$ cat src/rtl/miner_job_loader_if.sv
// Job word stream between the host/DMA side (master) and the job loader (slave).
interface miner_job_loader_if;
    logic        S_Valid_I;
    logic [31:0] S_Data_I;
    logic        S_Last_I;
    logic        S_Ready_O;

    modport master (output S_Valid_I, output S_Data_I, output S_Last_I, input S_Ready_O);
    modport slave  (input S_Valid_I, input S_Data_I, input S_Last_I, output S_Ready_O);
endinterface

$ cat src/rtl/miner_job_loader.sv
// Miner job loader: latches nonce words, pulses the update trigger, replays payload as write strobes.
// Optional macro MINER_JOB_BYTESWAP_EN byte-reverses every stream word before use.
module miner_job_loader #(
    parameter int ADDR_WIDTH  = 7,
    parameter int NONCE_WORDS = 6
) (
    input  logic                         Clk,
    input  logic                         Rst_n,
    input  logic                         Enable_I,
    input  logic [31:0]                  ChunkLength_I,
    miner_job_loader_if.slave            s_if,
    output logic                         UpdateTrigger_O,
    output logic                         Wr_O,
    output logic [31:0]                  Data_O,
    output logic [NONCE_WORDS-1:0][31:0] Nonce_O,
    output logic [31:0]                  ChunkLength_O,
    output logic                         Busy_O,
    output logic                         JobDone_O,
    output logic                         Err_O,
    output logic [1:0]                   ErrCode_O,
    input  logic                         ErrClr_I,
    output logic [31:0]                  JobCount_O
);
    localparam int          NCW     = $clog2(NONCE_WORDS);
    localparam logic [31:0] MAX_LEN = 32'(24 + 4 * (2 ** ADDR_WIDTH));
    localparam logic [1:0]  ERR_SHORT  = 2'd1;
    localparam logic [1:0]  ERR_LONG   = 2'd2;
    localparam logic [1:0]  ERR_BADLEN = 2'd3;

    typedef enum logic [2:0] {ST_IDLE, ST_NONCE, ST_TRIG, ST_PAYLOAD, ST_DRAIN} state_t;

    state_t                        r_state;
    logic                          r_live;
    logic                          r_trig;
    logic                          r_wr;
    logic                          r_done;
    logic                          r_err;
    logic [1:0]                    r_code;
    logic [31:0]                   r_data;
    logic [31:0]                   r_chunk;
    logic [31:0]                   r_pw;
    logic [31:0]                   r_jobcnt;
    logic [NCW-1:0]                r_ncnt;
    logic [ADDR_WIDTH:0]           r_wcnt;
    logic [NONCE_WORDS-1:0][31:0]  r_nonce;

    logic                w_ready;
    logic                w_beat;
    logic                w_last;
    logic                w_len_ok;
    logic [31:0]         w_word;
    logic [ADDR_WIDTH:0] w_wcnt_inc;

`ifdef MINER_JOB_BYTESWAP_EN
    assign w_word = {s_if.S_Data_I[7:0], s_if.S_Data_I[15:8],
                     s_if.S_Data_I[23:16], s_if.S_Data_I[31:24]};
`else
    assign w_word = s_if.S_Data_I;
`endif

    // r_live keeps ready low while reset is held, so every output reads 0 in reset.
    assign w_ready    = r_live & ((r_state == ST_IDLE) ? Enable_I : (r_state != ST_TRIG));
    assign w_beat     = s_if.S_Valid_I & w_ready;
    assign w_last     = s_if.S_Last_I;
    assign w_len_ok   = (ChunkLength_I >= 32'd28) && (ChunkLength_I <= MAX_LEN);
    assign w_wcnt_inc = r_wcnt + (ADDR_WIDTH+1)'(1);

    always_ff @(posedge Clk or negedge Rst_n) begin
        if (!Rst_n) begin
            r_state  <= ST_IDLE;
            r_live   <= 1'b0;
            r_trig   <= 1'b0;
            r_wr     <= 1'b0;
            r_done   <= 1'b0;
            r_err    <= 1'b0;
            r_code   <= '0;
            r_data   <= '0;
            r_chunk  <= '0;
            r_pw     <= '0;
            r_jobcnt <= '0;
            r_ncnt   <= '0;
            r_wcnt   <= '0;
            r_nonce  <= '0;
        end else begin
            r_live <= 1'b1;
            r_trig <= 1'b0;
            r_wr   <= 1'b0;
            r_done <= 1'b0;
            // Clear first so an error raised in the same cycle overrides it.
            if (ErrClr_I) begin
                r_err  <= 1'b0;
                r_code <= '0;
            end
            case (r_state)
                ST_IDLE: begin
                    if (w_beat) begin
                        r_chunk <= ChunkLength_I;
                        r_pw    <= (ChunkLength_I - 32'd21) >> 2;
                        r_wcnt  <= '0;
                        if (w_len_ok) begin
                            r_nonce[0] <= w_word;
                            r_ncnt     <= NCW'(1);
                            r_state    <= ST_NONCE;
                        end else begin
                            r_err   <= 1'b1;
                            r_code  <= ERR_BADLEN;
                            r_state <= w_last ? ST_IDLE : ST_DRAIN;
                        end
                    end
                end
                ST_NONCE: begin
                    if (w_beat) begin
                        r_nonce[r_ncnt] <= w_word;
                        r_ncnt          <= r_ncnt + NCW'(1);
                        if (w_last) begin
                            r_err   <= 1'b1;
                            r_code  <= ERR_SHORT;
                            r_state <= ST_IDLE;
                        end else if (r_ncnt == NCW'(NONCE_WORDS - 1)) begin
                            r_trig  <= 1'b1;
                            r_state <= ST_TRIG;
                        end
                    end
                end
                ST_TRIG: begin
                    r_state <= ST_PAYLOAD;
                end
                ST_PAYLOAD: begin
                    if (w_beat) begin
                        r_wr   <= 1'b1;
                        r_data <= w_word;
                        r_wcnt <= w_wcnt_inc;
                        if (32'(w_wcnt_inc) == r_pw) begin
                            if (w_last) begin
                                r_done   <= 1'b1;
                                r_jobcnt <= r_jobcnt + 32'd1;
                                r_state  <= ST_IDLE;
                            end else begin
                                r_err   <= 1'b1;
                                r_code  <= ERR_LONG;
                                r_state <= ST_DRAIN;
                            end
                        end else if (w_last) begin
                            r_err   <= 1'b1;
                            r_code  <= ERR_SHORT;
                            r_state <= ST_IDLE;
                        end
                    end
                end
                ST_DRAIN: begin
                    if (w_beat && w_last) r_state <= ST_IDLE;
                end
                default: r_state <= ST_IDLE;
            endcase
        end
    end

    assign s_if.S_Ready_O = w_ready;
    assign UpdateTrigger_O = r_trig;
    assign Wr_O            = r_wr;
    assign Data_O          = r_data;
    assign Nonce_O         = r_nonce;
    assign ChunkLength_O   = r_chunk;
    assign Busy_O          = (r_state != ST_IDLE);
    assign JobDone_O       = r_done;
    assign Err_O           = r_err;
    assign ErrCode_O       = r_code;
    assign JobCount_O      = r_jobcnt;
endmodule

$ cat src/flat_wrapper.sv
// flat-port wrapper written by rule: the top's interface ports become plain ports
module miner_job_loader_flat 
#(
    parameter int ADDR_WIDTH  = 7,
    parameter int NONCE_WORDS = 6
)
  (Clk, Rst_n, Enable_I, ChunkLength_I, UpdateTrigger_O, Wr_O, Data_O, Nonce_O, ChunkLength_O, Busy_O, JobDone_O, Err_O, ErrCode_O, ErrClr_I, JobCount_O, s_if_S_Valid_I, s_if_S_Data_I, s_if_S_Last_I, s_if_S_Ready_O);
  miner_job_loader_if s_if_i ();
  input  logic Clk;
  input  logic Rst_n;
  input  logic Enable_I;
  input  logic [31:0] ChunkLength_I;
  output logic UpdateTrigger_O;
  output logic Wr_O;
  output logic [31:0] Data_O;
  output logic [NONCE_WORDS-1:0][31:0] Nonce_O;
  output logic [31:0] ChunkLength_O;
  output logic Busy_O;
  output logic JobDone_O;
  output logic Err_O;
  output logic [1:0] ErrCode_O;
  input  logic ErrClr_I;
  output logic [31:0] JobCount_O;
  input wire logic [$bits(s_if_i.S_Valid_I)-1:0] s_if_S_Valid_I;
  input wire logic [$bits(s_if_i.S_Data_I)-1:0] s_if_S_Data_I;
  input wire logic [$bits(s_if_i.S_Last_I)-1:0] s_if_S_Last_I;
  output wire logic [$bits(s_if_i.S_Ready_O)-1:0] s_if_S_Ready_O;
  assign s_if_i.S_Valid_I = s_if_S_Valid_I;
  assign s_if_i.S_Data_I = s_if_S_Data_I;
  assign s_if_i.S_Last_I = s_if_S_Last_I;
  assign s_if_S_Ready_O = s_if_i.S_Ready_O;
  miner_job_loader #(.ADDR_WIDTH(ADDR_WIDTH), .NONCE_WORDS(NONCE_WORDS)) u_core (.Clk(Clk), .Rst_n(Rst_n), .Enable_I(Enable_I), .ChunkLength_I(ChunkLength_I), .s_if(s_if_i), .UpdateTrigger_O(UpdateTrigger_O), .Wr_O(Wr_O), .Data_O(Data_O), .Nonce_O(Nonce_O), .ChunkLength_O(ChunkLength_O), .Busy_O(Busy_O), .JobDone_O(JobDone_O), .Err_O(Err_O), .ErrCode_O(ErrCode_O), .ErrClr_I(ErrClr_I), .JobCount_O(JobCount_O));
endmodule
$ cat config.mk
export PLATFORM = sky130hd
export DESIGN_NAME = miner_job_loader_flat
export DESIGN_NICKNAME = d
export VERILOG_FILES = /design/src/rtl/miner_job_loader_if.sv /design/src/rtl/miner_job_loader.sv /design/src/flat_wrapper.sv
export SDC_FILE = /design/constraint.sdc
export NUM_CORES = 1
export LEC_CHECK = 0
export BUFFER_PORTS_ARGS = -buffer_cell sky130_fd_sc_hd__buf_2
export CAP_MARGIN = 20
export CORE_MARGIN = 2
export CORE_UTILIZATION = 40
export DETAILED_ROUTE_END_ITERATION = 8
export HOLD_SLACK_MARGIN = 0.15
export SLEW_MARGIN = 10
export SYNTH_ARGS = -nofsm -noshare
export SYNTH_HDL_FRONTEND = slang
export SYNTH_SLANG_ARGS = --single-unit
$ cat constraint.sdc
create_clock -name Clk -period 8.43 [get_ports Clk]
set_input_delay 0.843 -clock Clk [delete_from_list [all_inputs] [get_ports Clk]]
set_output_delay 0.843 -clock Clk [all_outputs]
set_load 0.01 [all_outputs]
Yosys cells after proc, flatten, opt, wreduce, memory -nomap -nowiden
Cells that the tools add are included.
Storage, ports and cells
  flip-flop bits (word level): 339
  output and inout bits: 296
  logic and storage cells: 111
Cells by class
  add/subtract/negate cells: 4
  $lt $le $gt $ge: 4
  equal/unequal tests: 14
  muxes and demuxes: 54
  bitwise logic cells: 2
  reduce and logical (&&, ||, !) cells: 14
Operators with widths (count)
  192-bit bitwise mux: 1
  32-bit 2-to-1 mux: 4
  32-bit demux with 3-bit select: 1
  32-bit case mux with 2 select lines: 1
  3-bit 2-to-1 mux: 13
  32-bit by 1-bit adder with 32-bit output (second input constant): 1
  32-bit by 5-bit greater-or-equal comparator with 1-bit output (second input constant): 1
  32-bit by 10-bit less-or-equal comparator with 1-bit output (second input constant): 1
  32-bit by 5-bit subtractor with 32-bit output (second input constant): 1
  8-bit by 30-bit equality test with 1-bit output: 1
  1-bit 2-to-1 mux: 19
  2-bit 2-to-1 mux: 8
  8-bit 2-to-1 mux: 2
  8-bit case mux with 2 select lines: 1
  3-bit case mux with 5 select lines: 1
  2-bit by 1-bit != test with 1-bit output (second input constant): 5
  3-bit by 2-bit != test with 1-bit output (second input constant): 3
  8-bit by 1-bit adder with 8-bit output (second input constant): 1
  4-bit AND reduction: 2
  3-bit by 2-bit equality test with 1-bit output (second input constant): 2
  3-bit equality test (second input constant): 2
  2-bit case mux with 3 select lines: 1
  3-bit case mux with 2 select lines: 1
  2-bit AND reduction: 3
  12 further kinds: 16

Depth between registers and ports, before layout
Gate-level depths: netlist (run 1).
  depth after elaboration: 7
  gate-level depth with buffers: 10

Least setup slack after synthesis (run 1)
OpenSTA, ideal clock, no wires.
  kind: input to register
  start: input ChunkLength_I[22]
  end: register u_core.r_nonce (netlist bit u_core.Nonce_O[10])
  setup time: 0.125 ns
  arrival: 3.155 ns
  setup slack: 5.150 ns
  stages: 8
  path through: or3_1 > or4_1 > or4_4 > nor4_4 > mux2_4 > nand2_4 > buf_12 > mux2_4
Between the ends
  longest elaborated chain between the ends: 4
RTL lines
  start: declaration: RTL line flat_wrapper.sv:12  | input logic [31:0] ChunkLength_I;
  32-bit by 5-bit greater-or-equal comparator with 1-bit output or 32-bit by 10-bit less-or-equal comparator with 1-bit output (tied branches): RTL line miner_job_loader.sv:65  | assign w_len_ok = (ChunkLength_I >= 32'd28) && (ChunkLength_I <= MAX_LEN);
  1-bit logical AND (*): RTL line miner_job_loader.sv:65
  2-bit by 1-bit != test with 1-bit output (no source line) (*)
  4-bit AND reduction (no source line) (*)
  end signal: indexed assignment: RTL line miner_job_loader.sv:113  | r_nonce[r_ncnt] <= w_word;
  end: declaration: RTL line miner_job_loader.sv:45  | logic [NONCE_WORDS-1:0][31:0] r_nonce;
Mark *: on every way between the ends. The rest lies on a longest branch, timed or not.
A chain may end at the register's enable or synchronous reset.

Worst setup path after layout (run 1)
  start: input ChunkLength_I[22]
  end: register u_core.r_nonce (netlist bit u_core.Nonce_O[30])
Same word-level chain as after synthesis.

==> results of run 1 <==
-- cell type report --
| class | instances | area [µm²] | share of cell area, % |
|---|---|---|---|
| Clock buffer | 54 | 1110 | 6.30 |
| Clock inverter | 10 | 114 | 0.644 |
| Tap cell | 455 | 569 | 3.22 |
| Timing Repair Buffer | 375 | 1940 | 11.0 |
| Inverter | 7 | 26.3 | 0.149 |
| Antenna cell | 1 | 2.50 | 0.0142 |
| Multi-Input combinational cell | 778 | 5420 | 30.7 |
| Sequential cell | 339 | 8480 | 48.0 |
-- synthesized netlist by cell type (all sizes together), types with 15 or more instances --
cell    instances  area [µm²]
nor3           17        95.1
clkbuf         38         143
dfrtp         339        8480
nor2           42         158
buf            17         125
nor4           19         134
xnor2          28         245
nand2         258         976
xor2           26         228
o21ai          45         225
nand4          15        93.8
nand3          17        85.1
mux2          195        2310
-- per-layer routing --
metal | GRT usage (%) | routed length [µm]
met3 | 4.13 | 2350
met4 | 6.25 | 1030
met5 | 0 | 0
met2 | 32.2 | 17400
met1 | 26.8 | 16400
-- state kept, by name, summed over array words and instances (netlist names) --
name / flops
u_core.Err_O: 1
u_core.r_state: 3
u_core.UpdateTrigger_O: 1
u_core.Nonce_O: 192
u_core.r_ncnt: 3
u_core.ErrCode_O: 2
u_core.Data_O: 32
u_core.JobDone_O: 1
u_core.r_wcnt: 8
u_core.r_live: 1
u_core.Wr_O: 1
u_core.ChunkLength_O: 32
u_core.r_pw: 30
u_core.JobCount_O: 32
-- kinds of logic (layout without fill, tap and decap cells) --
| family | count (synthesis) | after routing | share of synthesized area [%] |
|---|---|---|---|
| simple gates | 422 | 422 | 13.5 |
| flops | 339 | 339 | 59.9 |
| mux | 195 | 195 | 16.3 |
| compound gates | 102 | 102 | 4.53 |
| buf+inv | 62 | 446 | 2.08 |
| xor+xnor | 54 | 54 | 3.34 |
| fa+ha+maj | 4 | 4 | 0.353 |
| other cells | 1 | 2 | 0.0265 |
-- worst min-delay path by stage --
stage,slack (ps),depth (start not counted),start,end
after detailed placement,460,1,u_core.JobCount_O[31],u_core.JobCount_O[31]
after CTS,440,1,Rst_n,u_core.Nonce_O[35]
after global placement,450,1,u_core.JobCount_O[31],u_core.JobCount_O[31]
after floorplan,460,2,u_core.r_pw[11],u_core.r_pw[11]
after global routing,480,1,Rst_n,u_core.Nonce_O[67]
final,390,1,Rst_n,u_core.Nonce_O[67]
-- power by group --
group | leakage [nW] | switching, mW | internal, mW | total [mW]
sequential | 4.52 | 0.267 | 2.04 | 2.31
clock | 0.592 | 0.645 | 0.976 | 1.62
combinational | 4.38 | 0.723 | 0.623 | 1.35
-- per-stage QoR --
step	instance area (µm²)	power [mW]	utilization, %	worst slack (ps)
after detailed placement	16400	3.70	47.3	4520
final	17700	5.28	50.9	5050
after floorplan	14200	3.07	-	5150
after CTS	17600	5.34	50.8	5080
after global placement	16400	3.67	47.3	4580
after global routing	17700	5.60	50.9	4950
==> summary.md, run 1 <==
| Metric | Value |
|---|---|
| Die area | 0.0369 mm² |
| First-pass GRT wire length | 57.5 mm |
| Synth warn | 0 |
| FF+latch count, synth | 339 |
| Mapped Area | 0.0142 mm² |
| Dpl hpwl | 24.7 mm |
| Slowest cell on the critical path | or4_4 |
| Clk Latency, worst-skew pair | 520 ps |
| Hold Slack | 386 ps |
| Achievable Freq | 296 MHz |
| Initial antenna violation count | 1 |
| Avg WL per Cell | 18.4 µm |
| Slew margin rel. | 31.8% |
| Reg2reg end | u_core.JobCount_O[26] |
| DRT antenna net count | 0 |
| CTS Root Buffer Type | clkbuf_16 |
| Top Ports | 366 |
| P per Cell Area | 299 mW/mm² |
| RSZ-0062 raised after global routing | false |
| Crit end category | flip-flop |
| Share of layout cells above drive strength 1 | 41.3% |
| Slew Limit Fails | 0 |
| Top cell by count, worst path | mux2_4 |
| # H-tree levels | 2 |
| Worst setup path start | ChunkLength_I[22] |
| Total wire length | 37.2 mm |
| CP peak stage delay | 520 ps |
| Largest net degree at the start of global routing | 147 |
| TNS Setup | 0 ps |
| Row Count | 68 |
| R2R depth | 9 |
| Critical R2R Launch | u_core.r_wcnt[0] |
| Reg2Reg Setup Slack | 5270 ps |
| Peak VDD IR | 0.000177 V |
| Commonest cells after routing, fill and taps aside | buf_2 (364), dfrtp_1 (339), nand2_1 (256) |
| Drt first pass iters | 4 |
| Port Buf Inserts | 365 |
| Tcrit/Tclk final | 40.1% |
| Initial core utilization | 40.8% |
| Most common cell after layout, fill and taps aside | buf_2 |
| Tightest Hold Check Type | primary input to asynchronous set/reset pin |
| Dpl cells | 1953 |
| CTS tree | done |
| Gr ovfl total | 0 |
| Max cap viols | 0 |
| Number of global-route vias before repair | 10136 |
| Worst Setup EP | u_core.Nonce_O[30] |
| Crit path DAT | 3770 ps |
| Ys async rst share | 100% |
| Post-CTS Hold Fix Bufs | 0 |
| CP Launch Type | primary input |
| Endpoints failing setup | 0 |
| Cell variety after synth | 62 |
| CTS Buffer Depth | 3 |
| Synth-to-layout area growth | 24.7% |
| Via count | 10173 |
| Sequential fraction of the synthesis area | 59.9% |
| Synthesized net count | 1253 |
| CP Depth | 8 |
| Routed vias/inst | 5.04 |
| Min Tclk post-route | 3380 ps |
| Initial drt markers | 420 |
| Final non-filler cell total | 2019 |
| Prevailing post-synth register cell | dfrtp_1 |
| Total track usage | 19.9% |
| Worst-Margin Slew | 1020 ps |
| DRC viols | 0 |
| Required time of the critical path | 8820 ps |
| Core area | 0.0347 mm² |
| Die height | 192 µm |
| Clock skew | 17.2 ps |
| Syn Inst Count | 1179 |
| Crit path max-delay family | simple AND/OR/NAND/NOR gates |
| Die span in x | 192 µm |
| Gpl congestion | 0.846 |
| Critical path cell sequence | buf_2 > or3_1 > or4_1 > or4_4 > nor4_4 > mux2_4 > nand2_4 > mux2_4 |
| Clk sinks | 339 |
| Leakage | 9.49 nW |
| Postcts setup bufs | 0 |
| Number of synthesized flops with an enable pin | 0 |
| Fillers | 3172 |
| Status | complete, no violations |
| Buffers and inverters on the worst path | 1 |
| Fin nets | 1612 |
| Endpoints failing hold | 0 |
| Crit path kind | primary input to flip-flop |
| CTS buffer count | 37 |
| Clock transition at path regs | 60 ps |
| Syn Area/Cell | 12.0 µm² |
| Worst-path maximum fanout | 32 |
| CTS resizes | 0 |
Power figures use the tool's default switching activity.
==> run 2: changes to the inputs <==
==> constraint.sdc (replaced) <==
create_clock -name Clk -period 3.45 [get_ports Clk]
set_input_delay 0.345 -clock Clk [delete_from_list [all_inputs] [get_ports Clk]]
set_output_delay 0.345 -clock Clk [all_outputs]
set_load 0.01 [all_outputs]
==> run 2 against run 1 <==
  * Global-route usage up 0.34 points
  * Clock power up 140%
  * Critical path depth up 2
  * Flip-flop and latch count unchanged
  * Wire length up 2.8%
  * Largest cell class unchanged
==> summary.md, run 2 (synthesized netlist as in run 1, its figures left out) <==
| Metric | Value |
|---|---|
| Status | complete, no violations (unchanged) |
| Tightest Hold Check Type | primary input to flip-flop (was primary input to asynchronous set/reset pin) |
| Clk Latency, worst-skew pair | 510 ps (was 520 ps) |
| GRT met2 Usage | 34.1% (was 32.2%) |
| Endpoints failing setup | 0 (unchanged) |
| Core area | 0.0347 mm² (unchanged) |
| ANT cells | 0 (was 1) |
| Post-route cell area | 0.0184 mm² (was 0.0177 mm²) |
| CP Launch Type | primary input (unchanged) |
| Max reg flops | 192 (unchanged) |
| CTS Root Buffer Type | clkbuf_16 (unchanged) |
| Peak VDD IR | 0.000378 V (was 0.000177 V) |
| Dpl hpwl | 25.8 mm (was 24.7 mm) |
| GRT Max-Usage Layer | met2 (unchanged) |
| Avg WL per Cell | 18.2 µm (was 18.4 µm) |
| Dpl cell area | 0.0166 mm² (was 0.0164 mm²) |
| Initial core utilization | 40.8% (unchanged) |
| Number of global-route vias before repair | 10448 (was 10136) |
| Fillers | 3050 (was 3172) |
| CTS Buffer Depth | 3 (unchanged) |
| Die area | 0.0369 mm² (unchanged) |
| Routed vias/inst | 5.00 (was 5.04) |
| RSZ-0062 raised after global routing | false (unchanged) |
| Min Tclk post-route | 3090 ps |
| First-pass GRT wire length | 58.6 mm (was 57.5 mm) |
| Fin nets | 1690 (was 1612) |
| Drt first pass iters | 4 (unchanged) |
| # H-tree levels | 2 (unchanged) |
| Share of layout cells above drive strength 1 | 40.2% (was 41.3%) |
| Reg2Reg Setup Slack | 540 ps (was 5270 ps) |
| Via count | 10485 (was 10173) |
| Slowest cell on the critical path | or4_1 (was or4_4) |
| DRC viols | 0 (unchanged) |
| Die span in x | 192 µm (unchanged) |
| Critical path cell sequence | dlygate4sd3_1 > buf_2 > or4_1 > a311o_1 > o31ai_1 > nor4_4 > mux2_4 > nand2_4 > buf_12 > mux2_2 (was buf_2 > or3_1 > or4_1 > or4_4 > nor4_4 > mux2_4 > nand2_4 > mux2_4) |
| Initial drt markers | 546 (was 420) |
| Crit path kind | primary input to flip-flop (unchanged) |
| Required time of the critical path | 3830 ps (was 8820 ps) |
| Slew margin rel. | 30.4% (was 31.8%) |
| Max cap viols | 0 (unchanged) |
| Row Count | 68 (unchanged) |
| Clock skew | 13.1 ps (was 17.2 ps) |
| CTS tree | done (unchanged) |
| Worst-Margin Slew | 1040 ps (was 1020 ps) |
| Largest net degree at the start of global routing | 95 (was 147) |
| Total track usage | 20.2% (was 19.9%) |
| P per Cell Area | 701 mW/mm² (was 299 mW/mm²) |
| Postcts setup bufs | 0 (unchanged) |
| CTS resizes | 0 (unchanged) |
| TNS Setup | 0 ps (unchanged) |
| Most common cell after layout, fill and taps aside | buf_2 (unchanged) |
| Worst-path maximum fanout | 32 (unchanged) |
| Endpoints failing hold | 0 (unchanged) |
| Clock transition at path regs | 60 ps (about the same) |
| Initial antenna violation count | 0 (was 1) |
| Top Ports | 366 (unchanged) |
| GR Util met3 | 3.73% (was 4.13%) |
| Total wire length | 38.2 mm (was 37.2 mm) |
| M1 GR Usage | 26.5% (was 26.8%) |
| Commonest cells after routing, fill and taps aside | buf_2 (364), dfrtp_1 (339), nand2_1 (256) (unchanged) |
| Gr ovfl total | 0 (unchanged) |
| CP peak stage delay | 580 ps (was 520 ps) |
| Die height | 192 µm (unchanged) |
| Gpl congestion | 0.846 (about the same) |
| Slew Limit Fails | 0 (unchanged) |
| Achievable Freq | 324 MHz |
| Tcrit/Tclk final | 89.5% |
| Clk sinks | 339 (unchanged) |
| DRT antenna net count | 0 (unchanged) |
| Crit end category | flip-flop (unchanged) |
| CTS buffer count | 37 (unchanged) |
| Port Buf Inserts | 365 (unchanged) |
| Crit path DAT | 3470 ps (was 3770 ps) |
| Leakage | 9.83 nW (was 9.49 nW) |
| Synth-to-layout area growth | 30.0% (was 24.7%) |
run 2: timing repair:
action	4_1_cts	5_1_grt
endpoints found under the hold margin	198	0
setup endpoints to repair	0	0
hold buffers	65	0
run 2: routing by layer:
| metal | share of wire, % | vias up |
|---|---|---|
| met4 | 3.0 | 0 |
| met5 | 0 | - |
| met2 | 48 | 300 |
| met3 | 5.4 | 71 |
| met1 | 44 | 5174 |
| li1 | - | 4940 |
run 2: worst paths after layout:
path / startpoint / depth (start not counted) / end
max in group asynchronous: Rst_n / 3 / u_core.JobCount_O[3]
min: s_if_S_Data_I[21] / 2 / u_core.Nonce_O[21]
min in group asynchronous: Rst_n / 2 / u_core.Nonce_O[74]
max reg2reg: u_core.r_wcnt[0] / 8 / u_core.JobCount_O[21]
min reg2reg: u_core.JobCount_O[31] / 1 / u_core.JobCount_O[31]
max: ChunkLength_I[8] / 10 / u_core.Nonce_O[0]
run 2: metrics by stage:
stage               hold slack [ps]  setup WS (ps)  total power, mW  cells  util (%)
global route                    195            285             13.7   2095      53.0
detailed placement              436            394             9.08   1967      47.7
floorplan                      49.4            668             7.50   1179         -
finish                          217            361             12.9   2095      53.0
global placement                432            431             8.98   1967      47.7
CTS                             181            388             13.1   2095      53.0
run 2: power by group:
part           switching (mW)  internal [mW]  leakage [nW]
logic                    1.79           1.58          4.72
clock network            1.56           2.33         0.595
registers               0.661           4.99          4.52
total                    4.01           8.90          9.83
run 2: area by class of cell:
type | count | area, µm² | share of cell area, %
multi-input cells | 778 | 5420 | 29.4
well taps | 455 | 569 | 3.09
clock inverters | 9 | 80.1 | 0.435
repair buffers | 453 | 2710 | 14.7
flip-flops and latches | 339 | 8480 | 46.1
inverters | 7 | 26.3 | 0.143
clock buffers | 54 | 1120 | 6.10
run 2: worst max-delay path: cells and delay by family:
kind | cells | cell delay, ps
compound gates | 2 | 720
mux | 2 | 670
buf+inv | 3 | 960
simple gates | 3 | 770
==> run 3: changes to the inputs <==
--- a/config.mk
+++ b/config.mk
@@ -8,9 +8,12 @@
 export BUFFER_PORTS_ARGS = -buffer_cell sky130_fd_sc_hd__buf_2
 export CAP_MARGIN = 20
 export CORE_MARGIN = 2
-export CORE_UTILIZATION = 40
+export CORE_UTILIZATION = 45
+export CTS_BUF_LIST = sky130_fd_sc_hd__clkbuf_8
 export DETAILED_ROUTE_END_ITERATION = 8
+export GPL_TIMING_DRIVEN = 0
 export HOLD_SLACK_MARGIN = 0.15
+export PLACE_DENSITY = 0.7
 export SLEW_MARGIN = 10
 export SYNTH_ARGS = -nofsm -noshare
 export SYNTH_HDL_FRONTEND = slang
==> run 3 against run 2 <==
  * Combinational power increased by 2%
  * Cell count increased by 0.72%
  * Total power decreased by 0.28%
  * Setup slack got worse by 250 ps
  * Flip-flop and latch count unchanged
  * Wire length decreased by 0.44%
  * Worst hold slack improved by 46 ps
  * Largest power group unchanged
==> summary.md, run 3 (synthesized netlist as in run 1, its figures left out) <==
| Metric | Value |
|---|---|
| Fillers | 2523 (was 3050) |
| CTS Buffer Depth | 3 (unchanged) |
| Die height | 181 µm (was 192 µm) |
| Crit path max-delay family | simple AND/OR/NAND/NOR gates (was buffers and inverters) |
| Die span in x | 181 µm (was 192 µm) |
| Total wire length | 38.1 mm (was 38.2 mm) |
| CTS tree | done (unchanged) |
| Critical path cell sequence | dlygate4sd3_1 > buf_2 > or3_1 > or4_1 > or4_4 > nor4_4 > mux2_4 > nand2_4 > buf_12 > mux2_4 (was dlygate4sd3_1 > buf_2 > or4_1 > a311o_1 > o31ai_1 > nor4_4 > mux2_4 > nand2_4 > buf_12 > mux2_2) |
| Clock transition at path regs | 60 ps (about the same) |
| Initial drt markers | 557 (was 546) |
| Clk sinks | 339 (unchanged) |
| Endpoints failing hold | 0 (unchanged) |
| Tightest Hold Check Type | primary input to asynchronous set/reset pin (was primary input to flip-flop) |
| Core area | 0.0308 mm² (was 0.0347 mm²) |
| Post-route cell area | 0.0185 mm² (was 0.0184 mm²) |
| Initial antenna violation count | 1 (was 0) |
| RSZ-0062 raised after global routing | false (unchanged) |
| Drt first pass iters | 5 (was 4) |
| Total track usage | 22.9% (was 20.2%) |
| Dpl cell area | 0.0166 mm² (about the same) |
| Routed vias/inst | 5.20 (was 5.00) |
| Die area | 0.0329 mm² (was 0.0369 mm²) |
| Clock skew | 20.4 ps (was 13.1 ps) |
| Achievable Freq | 299 MHz (was 324 MHz) |
| Leakage | 9.97 nW (was 9.83 nW) |
| Clk Latency, worst-skew pair | 580 ps (was 510 ps) |
| Crit path DAT | 3780 ps (was 3470 ps) |
| Top Ports | 366 (unchanged) |
| Crit path kind | primary input to flip-flop (unchanged) |
| Most common cell after layout, fill and taps aside | buf_2 (unchanged) |
| CP peak stage delay | 530 ps (was 580 ps) |
| Slew Limit Fails | 0 (unchanged) |
| Crit end category | flip-flop (unchanged) |
| Worst-Margin Slew | 825 ps (was 1040 ps) |
| Commonest cells after routing, fill and taps aside | buf_2 (365), dfrtp_1 (339), nand2_1 (257) (was buf_2 (364), dfrtp_1 (339), nand2_1 (256)) |
| Largest net degree at the start of global routing | 107 (was 95) |
| Avg WL per Cell | 18.0 µm (was 18.2 µm) |
| Worst-path maximum fanout | 10 (was 32) |
| Initial core utilization | 46.0% (was 40.8%) |
| CTS buffer count | 56 (was 37) |
| Gr ovfl total | 0 (unchanged) |
| Required time of the critical path | 3890 ps (was 3830 ps) |
| # H-tree levels | 2 (unchanged) |
| Max reg flops | 192 (unchanged) |
| Dpl cells | 1943 (was 1967) |
| Post-layout power | 12.9 mW (about the same) |
| Tcrit/Tclk final | 96.9% (was 89.5%) |
| Min Tclk post-route | 3340 ps (was 3090 ps) |
| Synth-to-layout area growth | 30.5% (was 30.0%) |
| Row Count | 64 (was 68) |
| Fin nets | 1745 (was 1690) |
| Multi-input logic area | 0.00541 mm² (was 0.00542 mm²) |
| Buffers and inverters on the worst path | 3 (unchanged) |
| Dpl hpwl | 26.2 mm (was 25.8 mm) |
| P per Cell Area | 696 mW/mm² (was 701 mW/mm²) |
| First-pass GRT wire length | 60.5 mm (was 58.6 mm) |
| Endpoints failing setup | 0 (unchanged) |
| Max cap viols | 0 (unchanged) |
| Number of global-route vias before repair | 11160 (was 10448) |
| DRT antenna net count | 0 (unchanged) |
| Hold Slack | 263 ps (was 217 ps) |
| Reg area | 0.00848 mm² (unchanged) |
| Final non-filler cell total | 2110 (was 2095) |
| CTS Root Buffer Type | clkbuf_8 (was clkbuf_16) |
| Top cell by count, worst path | mux2_4 |
| Share of layout cells above drive strength 1 | 38.7% (was 40.2%) |
| Gpl congestion | 0.839 (was 0.846) |
| CP Launch Type | primary input (unchanged) |
| Status | complete, no violations (unchanged) |
| Port Buf Inserts | 364 (was 365) |
| Slowest cell on the critical path | dlygate4sd3_1 (was or4_1) |
| Via count | 10981 (was 10485) |
| DRC viols | 0 (unchanged) |
| Peak VDD IR | 0.000369 V (was 0.000378 V) |
| Slew margin rel. | 45.0% (was 30.4%) |
| Reg2Reg Setup Slack | 310 ps (was 540 ps) |
-- run 3: layer usage --
metal	part of all wire [%]	vias to the layer above	global-route usage, %
li1	-	5051	-
met1	42	5459	29.2
met2	49	382	39.0
met3	4.9	89	3.93
met4	3.6	0	8.78
met5	0	-	0
-- run 3: worst reg2reg max path: cells and delay by family (launching register included) --
family | cells | cell delay (ps)
adders and majority gates | 1 | 180
DFF | 1 | 450
buffers and inverters | 2 | 780
AOI/OAI and AO/OA | 2 | 460
muxes | 1 | 330
and+or+nand+nor | 3 | 830
-- run 3: report_power, final --
| part | switching [mW] | internal (mW) | leakage, nW | total [mW] |
|---|---|---|---|---|
| clock | 1.60 | 2.23 | 0.693 | 3.82 |
| combinational | 1.83 | 1.61 | 4.76 | 3.44 |
| sequential | 0.617 | 4.99 | 4.52 | 5.61 |
-- run 3: stage by stage --
step	setup WS, ps	util [%]	setup TNS (ps)
2_1_floorplan	668	-	0
3_3_place_gp	-4400	53.5	-1481710
3_5_place_dp	-64.2	53.8	-180
4_1_cts	168	60.0	0
5_1_grt	31.5	60.0	0
6_report	108	60.0	0
-- run 3: area by class of cell --
type | count | area share, %
antenna | 1 | 0.0135
clock buffer | 68 | 5.06
multi-input combinational | 778 | 29.2
sequential | 339 | 45.9
clock inverter | 32 | 1.58
buffer | 55 | 1.45
timing repair buffer | 434 | 14.0
inverter | 7 | 0.142
tap | 396 | 2.68
-- run 3: worst paths after layout --
path,from,end,depth (start not counted)
worst min-delay path,Rst_n,u_core.Nonce_O[4],2
max in group asynchronous,Rst_n,u_core.Nonce_O[125],4
worst max register to register,u_core.r_wcnt[0],u_core.JobCount_O[1],9
worst min register to register,u_core.JobCount_O[31],u_core.JobCount_O[31],1
worst max-delay path,ChunkLength_I[22],u_core.Nonce_O[26],10
min in group Clk,s_if_S_Valid_I,u_core.r_state[0],5
-- run 3: what timing repair did --
action	4_1_cts	5_1_grt
endpoints found under the hold margin	492	0
buffers inserted	0	0
hold buffers	66	0
gates resized for setup	1	1
setup endpoints to repair	8	5
